### src/rtl/mul_div_unit.sv
// Iterative MULT/MULTU/DIV/DIVU unit with architectural HI/LO registers.
// Shift-add multiply and restoring divide, one bit per cycle, sign fixup at the end.
module mul_div_unit #(
  parameter int WIDTH = 32,
  parameter int CNT_W = 6
) (
  input  logic             clk,
  input  logic             rst,
  input  logic             start,
  input  logic [2:0]       op,
  input  logic [WIDTH-1:0] operand_a,
  input  logic [WIDTH-1:0] operand_b,
  input  logic             cancel,
  output logic             busy,
  output logic             done,
  output logic [WIDTH-1:0] hi,
  output logic [WIDTH-1:0] lo
);

  localparam logic [2:0] OP_MULT  = 3'd0;
  localparam logic [2:0] OP_MULTU = 3'd1;
  localparam logic [2:0] OP_DIV   = 3'd2;
  localparam logic [2:0] OP_DIVU  = 3'd3;
  localparam logic [2:0] OP_MTHI  = 3'd4;
  localparam logic [2:0] OP_MTLO  = 3'd5;

  localparam logic [CNT_W-1:0] CNT_LAST = CNT_W'(WIDTH - 1);
  localparam logic [CNT_W-1:0] CNT_ONE  = CNT_W'(1);

  typedef enum logic [2:0] {
    S_IDLE,
    S_MUL,
    S_DIV,
    S_FIX,
    S_DONE
  } state_t;

  state_t             state_reg, state_next;
  logic [CNT_W-1:0]   cnt_reg, cnt_next;
  logic [2*WIDTH-1:0] acc_reg, acc_next;
  logic [WIDTH-1:0]   opnd_reg, opnd_next;
  logic               neg_q_reg, neg_q_next;
  logic               neg_r_reg, neg_r_next;
  logic               is_div_reg, is_div_next;
  logic [WIDTH-1:0]   hi_reg, hi_next;
  logic [WIDTH-1:0]   lo_reg, lo_next;

  // Operand magnitudes: signed ops strip the sign, unsigned ops pass raw bits.
  logic             signed_op;
  logic [WIDTH-1:0] a_mag, b_mag;
  logic             can_accept;

  assign signed_op  = (op == OP_MULT) || (op == OP_DIV);
  assign a_mag      = (signed_op && operand_a[WIDTH-1]) ? -operand_a : operand_a;
  assign b_mag      = (signed_op && operand_b[WIDTH-1]) ? -operand_b : operand_b;
  assign can_accept = start && !cancel && ((state_reg == S_IDLE) || (state_reg == S_DONE));

  // Multiply step: acc = {partial product high, remaining multiplier bits}.
  logic [WIDTH:0]     mul_sum;
  logic [2*WIDTH-1:0] mul_acc;
  assign mul_sum = {1'b0, acc_reg[2*WIDTH-1:WIDTH]} + (acc_reg[0] ? {1'b0, opnd_reg} : '0);
  assign mul_acc = {mul_sum, acc_reg[WIDTH-1:1]};

  // Divide step: acc = {partial remainder, dividend bits shifting into quotient}.
  logic [WIDTH:0]     div_shift, div_diff;
  logic               div_ge;
  logic [2*WIDTH-1:0] div_acc;
  assign div_shift = acc_reg[2*WIDTH-1:WIDTH-1];
  assign div_diff  = div_shift - {1'b0, opnd_reg};
  assign div_ge    = !div_diff[WIDTH];
  assign div_acc   = {(div_ge ? div_diff[WIDTH-1:0] : div_shift[WIDTH-1:0]),
                      acc_reg[WIDTH-2:0], div_ge};

  logic [2*WIDTH-1:0] prod_fix;
  logic [WIDTH-1:0]   quo_fix, rem_fix;
  assign prod_fix = neg_q_reg ? -acc_reg : acc_reg;
  assign quo_fix  = neg_q_reg ? -acc_reg[WIDTH-1:0] : acc_reg[WIDTH-1:0];
  assign rem_fix  = neg_r_reg ? -acc_reg[2*WIDTH-1:WIDTH] : acc_reg[2*WIDTH-1:WIDTH];

  always_comb begin
    state_next  = state_reg;
    cnt_next    = cnt_reg;
    acc_next    = acc_reg;
    opnd_next   = opnd_reg;
    neg_q_next  = neg_q_reg;
    neg_r_next  = neg_r_reg;
    is_div_next = is_div_reg;
    hi_next     = hi_reg;
    lo_next     = lo_reg;

    case (state_reg)
      S_IDLE, S_DONE: begin
        state_next = S_IDLE;
        if (can_accept) begin
          case (op)
            OP_MTHI: hi_next = operand_a;
            OP_MTLO: lo_next = operand_a;
            OP_MULT, OP_MULTU: begin
              state_next  = S_MUL;
              cnt_next    = '0;
              acc_next    = {{WIDTH{1'b0}}, b_mag};
              opnd_next   = a_mag;
              neg_q_next  = signed_op && (operand_a[WIDTH-1] ^ operand_b[WIDTH-1]);
              neg_r_next  = 1'b0;
              is_div_next = 1'b0;
            end
            OP_DIV, OP_DIVU: begin
              state_next  = S_DIV;
              cnt_next    = '0;
              acc_next    = {{WIDTH{1'b0}}, a_mag};
              opnd_next   = b_mag;
              neg_q_next  = signed_op && (operand_a[WIDTH-1] ^ operand_b[WIDTH-1]);
              neg_r_next  = signed_op && operand_a[WIDTH-1];
              is_div_next = 1'b1;
            end
            default: ;
          endcase
        end
      end
      S_MUL: begin
        if (cancel) begin
          state_next = S_IDLE;
        end else begin
          acc_next = mul_acc;
          cnt_next = cnt_reg + CNT_ONE;
          if (cnt_reg == CNT_LAST) state_next = S_FIX;
        end
      end
      S_DIV: begin
        if (cancel) begin
          state_next = S_IDLE;
        end else begin
          acc_next = div_acc;
          cnt_next = cnt_reg + CNT_ONE;
          if (cnt_reg == CNT_LAST) state_next = S_FIX;
        end
      end
      S_FIX: begin
        if (cancel) begin
          state_next = S_IDLE;
        end else begin
          state_next = S_DONE;
          if (is_div_reg) begin
            lo_next = quo_fix;
            hi_next = rem_fix;
          end else begin
            lo_next = prod_fix[WIDTH-1:0];
            hi_next = prod_fix[2*WIDTH-1:WIDTH];
          end
        end
      end
      default: state_next = S_IDLE;
    endcase
  end

  always_ff @(posedge clk or negedge rst) begin
    if (!rst) begin
      state_reg  <= S_IDLE;
      cnt_reg    <= '0;
      acc_reg    <= '0;
      opnd_reg   <= '0;
      neg_q_reg  <= 1'b0;
      neg_r_reg  <= 1'b0;
      is_div_reg <= 1'b0;
      hi_reg     <= '0;
      lo_reg     <= '0;
    end else begin
      state_reg  <= state_next;
      cnt_reg    <= cnt_next;
      acc_reg    <= acc_next;
      opnd_reg   <= opnd_next;
      neg_q_reg  <= neg_q_next;
      neg_r_reg  <= neg_r_next;
      is_div_reg <= is_div_next;
      hi_reg     <= hi_next;
      lo_reg     <= lo_next;
    end
  end

  assign busy = (state_reg == S_MUL) || (state_reg == S_DIV) || (state_reg == S_FIX);
  assign done = (state_reg == S_DONE);
  assign hi   = hi_reg;
  assign lo   = lo_reg;

endmodule

### config.mk
export PLATFORM = sky130hd
export DESIGN_NAME = mul_div_unit
export DESIGN_NICKNAME = d
export VERILOG_FILES = /design/src/rtl/mul_div_unit.sv
export SDC_FILE = /design/constraint.sdc
export NUM_CORES = 1
export LEC_CHECK = 0
export ABC_CLOCK_PERIOD_IN_PS = 8000
export CORE_AREA = 2 2 176 178
export CTS_CLUSTER_SIZE = 40
export DETAILED_ROUTE_END_ITERATION = 7
export DIE_AREA = 0 0 178 180
export GPL_TIMING_DRIVEN = 0
export PLACE_DENSITY = 0.68
export SETUP_SLACK_MARGIN = 0.05
export SYNTH_ARGS = -nofsm -noshare
export SYNTH_HDL_FRONTEND = slang
export SYNTH_SLANG_ARGS = --single-unit
export TNS_END_PERCENT = 5
### constraint.sdc
create_clock -name clk -period 8 [get_ports clk]
set_input_delay 1.6 -clock clk [delete_from_list [all_inputs] [get_ports clk]]
set_output_delay 1.6 -clock clk [all_outputs]
set_load 0.005 [all_outputs]
# --- After elaboration in Yosys (flattened, before gate mapping) ---
# Index checks and enable logic that the tools add are counted.
# Widths: inputs -> output; s select.
op_classes:
  n_addsub: 8
  n_eq_ne: 20
  mux: 35
  n_bitwise: 1
  reduce_logical: 28
ops:
  columns: ["cell", "count"]
  rows:
  - ["$mux 32", 14]
  - ["$mux 64", 4]
  - ["$pmux 32 s2", 3]
  - ["$pmux 64 s3", 1]
  - ["$neg 32->32", 4]
  - ["$pmux 64 s2", 1]
  - ["$neg 64->64", 1]
  - ["$add 32x32->33", 1]
  - ["$sub 33x32->33", 1]
  - ["$mux 6", 3]
  - ["$eq 3x2->1 const B", 4]
  - ["$ne 2x2->1 const B", 6]
  - ["$pmux 6 s2", 1]
  - ["$reduce_and 4->1", 3]
  - ["$eq 3x3->1 const B", 3]
  - ["$mux 3", 3]
  - ["$pmux 3 s3", 1]
  - ["$reduce_or 2->1", 4]
  - ["$add 6x1->6 const B", 1]
  - ["$eq 3x1->1 const B", 2]
  - ["$eq 6x5->1 const B", 1]
  - ["$logic_not 3->1", 2]
  - ["$ne 3x1->1 const B", 2]
  - ["$reduce_and 3->1", 2]
  - ["other kinds (12)", 24]
word_totals:
  register_bits: 172
  input_bits: 71
  out_inout_bits: 66
  elab_cells: 101

# --- Logic depth before layout (Yosys ltp) ---
# Gate-level depths: netlist of run 1.
depth:
  word_depth: 7
  ltp_mapped: 16
  ltp_nobuf: 14

# --- Worst setup path before layout of run 1 ---
# No wires, ideal clock.
synth_timing:
  path_kind: "input port to flip-flop"
  start: "in operand_b[6]"
  end: "reg acc_reg[29]"
  setup_time_ps: 141
  t_arrival_ps: 3788
  required_ps: 7859
  slack_ps: 4071
  cell_stages: 9
  n_path_buf: 0
  cell_sequence: "or4_4 nor4_2 nand3b_1 or4_4 nand2b_4 o21ai_1 xnor2_1 a222oi_1 a31oi_1"
synth_between:
  elab_chain_cells: 5
synth_rtl:
  columns: ["element", "line", "text"]
  rows:
  - ["from (decl)", "12", "input logic [WIDTH-1:0] operand_b,"]
  - ["$neg 32->32", "55", "assign b_mag = (signed_op && operand_b[WIDTH-1]) ? -operand_b : operand_b;"]
  - ["$mux 32", "55", null]
  - ["$pmux 64 s2", "95", "case (op)"]
  - ["$mux 64", "94", "if (can_accept) begin"]
  - ["$pmux 64 s3", "91", "case (state_reg)"]
  - ["to (signal assigned)", "170", "acc_reg <= acc_next;"]
  - ["to (decl)", "40", "logic [2*WIDTH-1:0] acc_reg, acc_next;"]
# Every way passes these cells. The select of a mux whose other input is x is not followed.
# A chain may end at the register's enable or synchronous reset.

# --- Worst setup path after layout of run 1 ---
layout_timing:
  start: "in operand_a[13]"
  end: "reg opnd_reg[29]"
layout_between:
  elab_chain_cells: 3
layout_rtl:
  columns: ["element", "line", "text"]
  rows:
  - ["from (decl)", "11", "input logic [WIDTH-1:0] operand_a,"]
  - ["$neg 32->32", "54", "assign a_mag = (signed_op && operand_a[WIDTH-1]) ? -operand_a : operand_a;"]
  - ["$mux 32", "54", null]
  - ["$pmux 32 s2", "95", null]
  - ["to (signal assigned)", "171", "opnd_reg <= opnd_next;"]
  - ["to (decl)", "41", "logic [WIDTH-1:0] opnd_reg, opnd_next;"]
# Every way passes these cells.

==> metrics.csv, run 1 <==
metric,value,unit
status,"finished, violations left",
violations,DRC,
post-route-min-period,4690,ps
r2r_slack,3420,ps
wl_per_cell,25.2,microns
finalCritPeriodShare,58.6,%
critical-path-max-stage-delay,640,ps
ys_top_cells_by_area,"dfrtp_1 (29%), ha_1 (5.8%), o21ai_0 (5.7%)",
grt_first_pass_wirelength,92800,microns
gp_congestion,1.01,
synthesis.nets,2062,
critPathKind,input port to flop,
stdcell_count,2484,
netlist_area,14900,sq um
rows,64,
maxSlewViolCount,0,
cts-resized-gates,0,
syn_to_final_growth,16.6,%
placed_cells_incl_taps,2453,
fin_ws,3310,ps
drt-initial-drc-count,1955,
hold_path.class,flop to flop,
final_core_util,57.7,%
nets,2218,
crit_path_start,operand_a[13],
tightest_slew,1130,ps
largest_register_ffs,64,
slew_headroom,24.3,%
drtPass1Iterations,8,
peakVddDrop,0.280,mV
power.density,441,nW/um^2
synth_top_area_share,28.8,%
dp_hpwl,49800,microns
critPathMaxFanout,6,
holdWs,476,ps
die_area,32000,sq um
antenna_found_initial,0,
synthTopCellsByCount,"nor2_1 (221), nand2_1 (215), dfrtp_1 (172), o21ai_0 (171), a21oi_1 (154)",
postCtsSetupBuffers,0,
yosysSeqAreaShare,28.8,%
max_freq,213,MHz
rr_endpoint,acc_reg[58],
place_ws,2970,ps
grt_pass1_vias,15000,
dpl_cell_area,16800,sq um
cap_violations,0,
drive_gt1_share,4.26,%
antenna_cells,0,
cp_top_family,simple AND/OR/NAND/NOR gates,
cts_max_level,4,
yosys_warnings,0,
syn_inst,1920,
ios,137,
ys_ff_latch,172,
ant_nets,0,
die_h,180,microns
cts_buffers,17,
synth_top_flop_cell,dfrtp_1,
final_cell_area,17400,sq um
port_buffers,136,
overflow,0,
start_util,49.5,%
endpoint,opnd_reg[29],
num_vias,16200,
viasPerCell,6.52,
skew,16.2,ps
hold_buffers,0,
rsz0062_at_grt,no,
end_kind,flop,
grt_use_total,38.9,%
cp-start-kind,input port,
synthArstFlopShare,100,%
yosysTopAreaCell,dfrtp_1,
synth_edf_count,0,
cts.sinks,172,
setup_tns,0,ps
totalWireLength,62600,microns
total_power,7.68,mW
r2r_cells,14,
p_leak,7.23,nW
hold_viol,0,
crit_top_cell,or3_1,
worst_skew_pair.late_latency,460,ps
path_depth,11,
clockBufferDepth,2,
critical_path_required,8380,ps
core_area,30200,sq um
crit_buf_inv,1,
die_w,178,microns
critical_path.cell_chain,clkdlybuf4s50_1 > or3_1 > or3_1 > nor4_2 > nand2b_1 > nor4_2 > a31oi_1 > xnor2_1 > nor2_1 > or3_1 > o21ai_0,
timing.rr.start,acc_reg[31],
grt_max_degree,109,
cts-root-buf,clkbuf_16,
avgSynthCellArea,7.78,sq um
critPathSlowestCell,clkdlybuf4s50_1,
setup_violations,0,
synth_most_common_cell,nor2_1,
yosysUniqueCellTypes,80,
cts_tree,yes,
drc,6,
clk_pin_slew,70,ps
critPathArrivalTime,5060,ps
-- kinds of logic after synthesis --
logic type	Yosys count	share of synthesized area, %
adder cells (fa/ha/maj)	71	6.05
AO/OA/AOI/OAI	628	26.7
buffers and inverters	183	5.45
XOR/XNOR	173	10.1
multiplexers	31	2.13
AND/OR/NAND/NOR	662	20.7
flip-flops	172	28.8
-- report_power, final --
group | total [mW] | internal [mW] | leakage, nW | switching [mW]
clock | 0.890 | 0.499 | 0.275 | 0.391
sequential | 1.71 | 1.27 | 2.10 | 0.440
combinational | 5.07 | 2.00 | 4.86 | 3.07
total | 7.68 | 3.77 | 7.23 | 3.90
-- worst reg2reg max path, cell delays in order, from the launching register on --
cell and delay (ps):
dfrtp_1 370, clkbuf_8 170, inv_1 60, ha_1 190
fa_1 210, nand2b_1 180, a21oi_1 120, o41a_1 480
a21o_1 260, a21oi_1 450, mux2_2 410, nor2_1 630
clkbuf_1 550, a31oi_1 160, a31oi_1 250
-- layout make-up --
cell class	count	area, sq um
buffer	124	592
sequential	172	4300
clock inverter	10	143
timing repair buffer	137	1390
multi-input combinational	1565	9820
clock buffer	21	450
fill	2892	12800
inverter	59	221
tap	396	495
-- per-layer routing --
metal	vias to the layer above	track usage [%]	wire [microns]
met2	1020	57.1	26400
met5	-	0	0
met1	7779	54.7	26100
met4	0	18.3	3280
met3	151	7.87	6830
li1	7254	-	-
-- how the worst min path moves through the flow --
stage	slack (ps)	endpoint	startpoint	cells after the start
after floorplan	450	opnd_reg[14]	opnd_reg[14]	2
after global placement	460	hi[28]	hi[28]	1
after detailed placement	470	lo[22]	lo[22]	2
after CTS	480	lo[22]	lo[22]	2
after global routing	500	lo[22]	lo[22]	2
final	480	lo[22]	lo[22]	2
-- placed cells by master, fill, tap and decap left out, drive strengths merged, types with 30 or more instances in the layout --
master	n
inv	58
o31ai	38
nor3	38
a21oi	154
nor2	221
o21ai	178
xor2	78
clkdlybuf4s50	136
clkbuf	124
a31oi	30
a21o	39
xnor2	95
ha	69
nand3	36
dfrtp	172
nand2	215
No activity file was read; power rests on OpenSTA's default activity.
==> run 2: changes to the inputs <==
Settings changed: ABC_CLOCK_PERIOD_IN_PS 8000 to 3800, PLACE_DENSITY 0.68 to 0.71.
Clock period 8 ns to 3.8 ns, I/O delays scaled along.
==> run 2 against run 1 <==
Net effect:
- highest routed layer unchanged
- the run ends with setup timing left
- clock power rose by 100%
- worst setup slack worse by 3400 ps
- cell count barely moved
- critical endpoint is now acc_reg[18]
- core utilization up 0.65 points
- sequential cell count did not move
- routed wire length grew 2.7%
- clock-buffer cell count fell by 4
==> metrics.csv, run 2 (synthesized netlist as in run 1, its figures left out) <==
metric,value,unit
end_kind,flop,
overflow,0,
place_ws,-733,ps
intPower,7.93,mW
ant_nets,0,
fin_ws,-44.1,ps
setup_tns,-44.1,ps
rsz0062_at_grt,yes,
post-route-min-period,3840,ps
rows,64,
endpoint,acc_reg[18],
start_util,49.5,%
hold_path.class,input port to async pin,
skew,15.8,ps
worst_skew_pair.late_latency,450,ps
critical-path-max-stage-delay,760,ps
final_core_util,58.3,%
clockPowerShare,10.9,%
die_h,180,microns
port_buffers,136,
rr_endpoint,acc_reg[18],
final_common_cell,nor2_1,
critical_path_required,4070,ps
critPathKind,flop to flop,
seqPwrFrac,22.2,%
tightest_slew,1090,ps
drive_gt1_share,6.08,%
core_area,30200,sq um
critical_path.cell_chain,clkbuf_1 > nor3b_1 > nor2_1 > o21ai_1 > clkbuf_1 > buf_1 > a31oi_1,
r2r_cells,7,
cts.sinks,172,
drtPass1Iterations,6,
grt_first_pass_wirelength,94500,microns
max_freq,260,MHz
slew_headroom,27.0,%
hold_viol,0,
antenna_cells,0,
cts-root-buf,clkbuf_16,
cts_max_level,4,
crit_path_start,state_reg[1],
pwr-share-comb,66.9,%
largest_register_ffs,64,
grt_pass1_vias,15300,
clockBufferDepth,2,
grt_use_total,39.5,%
antenna_found_initial,1,
p_leak,7.31,nW
violations,setup timing,
die_w,178,microns
syn_to_final_growth,17.9,%
cts_tree,yes,
crit_top_cell,clkbuf_1,
cp-start-kind,flop,
critPathArrivalTime,4110,ps
viasPerCell,6.52,
clk_pin_slew,80,ps
grt_max_degree,107,
finalCritPeriodShare,101,%
cts_buffers,17,
wl_per_cell,25.9,microns
setup_violations,1,
die_area,32000,sq um
timing.rr.start,state_reg[1],
ios,137,
num_vias,16200,
cap_violations,0,
drt-initial-drc-count,1944,
gp_congestion,0.987,
swShare,51.7,%
critPathMaxFanout,10,
final_cell_mix,"nor2_1 (218), nand2_1 (215), dfrtp_1 (169)",
p_sw,8.47,mW
dp_hpwl,50600,microns
peakVddDrop,0.574,mV
drc,0,
total_power,16.4,mW
status,"finished, violations left",
fillers,2930,
critPathSlowestCell,buf_1,
totalWireLength,64300,microns
nets,2219,
r2r_slack,-40,ps
power.density,932,nW/um^2
maxSlewViolCount,0,
run 2: area by class of cell:
type                            instances  area (sq um)  share of cell area [%]
Clock inverter                         14           128                   0.725
Multi-Input combinational cell       1565         10000                    56.8
Sequential cell                       172          4310                    24.5
Tap cell                              396           495                    2.81
Inverter                               59           224                    1.27
Clock buffer                           17           425                    2.42
Timing Repair Buffer                  139          1410                    7.99
Buffer                                123           613                    3.48
run 2: critical path, delay by kind of cell (launching register included):
kind	cells	cell delay (ps)
AO/OA/AOI/OAI	2	860
buffers and inverters	3	1680
AND/OR/NAND/NOR	2	760
flip-flops	1	330
run 2: worst min-delay path by stage:
stage | end | slack [ps] | depth (start not counted)
global placement | lo[5] | 460 | 2
detailed placement | lo[25] | 470 | 2
global route | hi[13] | 300 | 1
finish | hi[13] | 250 | 1
CTS | hi[5] | 270 | 1
floorplan | opnd_reg[14] | 450 | 2
run 2: through the flow:
stage	hold WS [ps]	std cells	cell area [sq um]
2_1_floorplan	450	1920	14900
3_3_place_gp	462	2452	16800
3_5_place_dp	469	2453	16800
4_1_cts	275	2484	17500
5_1_grt	296	2485	17600
6_report	249	2485	17600
run 2: timing repair:
action                                  CTS  global route
gates cloned                              0             0
resized for setup                        33            30
setup buffers                             0             2
pin swaps                                 1             5
endpoints found under the setup margin   54            54
hold buffers                              0             0
run 2: layer usage:
| metal | vias up | part of all wire [%] | GRT usage (%) | wire length, microns |
|---|---|---|---|---|
| li1 | 7250 | - | - | - |
| met1 | 7818 | 42 | 55.5 | 27100 |
| met2 | 1000 | 42 | 58.1 | 27300 |
| met3 | 144 | 11 | 8.59 | 6880 |
| met4 | 0 | 4.8 | 17.5 | 3070 |
| met5 | - | 0 | 0 | 0 |
run 2: power groups by stage:
stage / registers [mW] / logic, mW / clock network, mW
floorplan: 3.31 / 7.00 / 0
global placement: 3.59 / 10.2 / 0
detailed placement: 3.62 / 10.4 / 0
CTS: 3.59 / 10.5 / 1.78
global route: 3.71 / 11.9 / 1.85
finish: 3.64 / 11.0 / 1.79
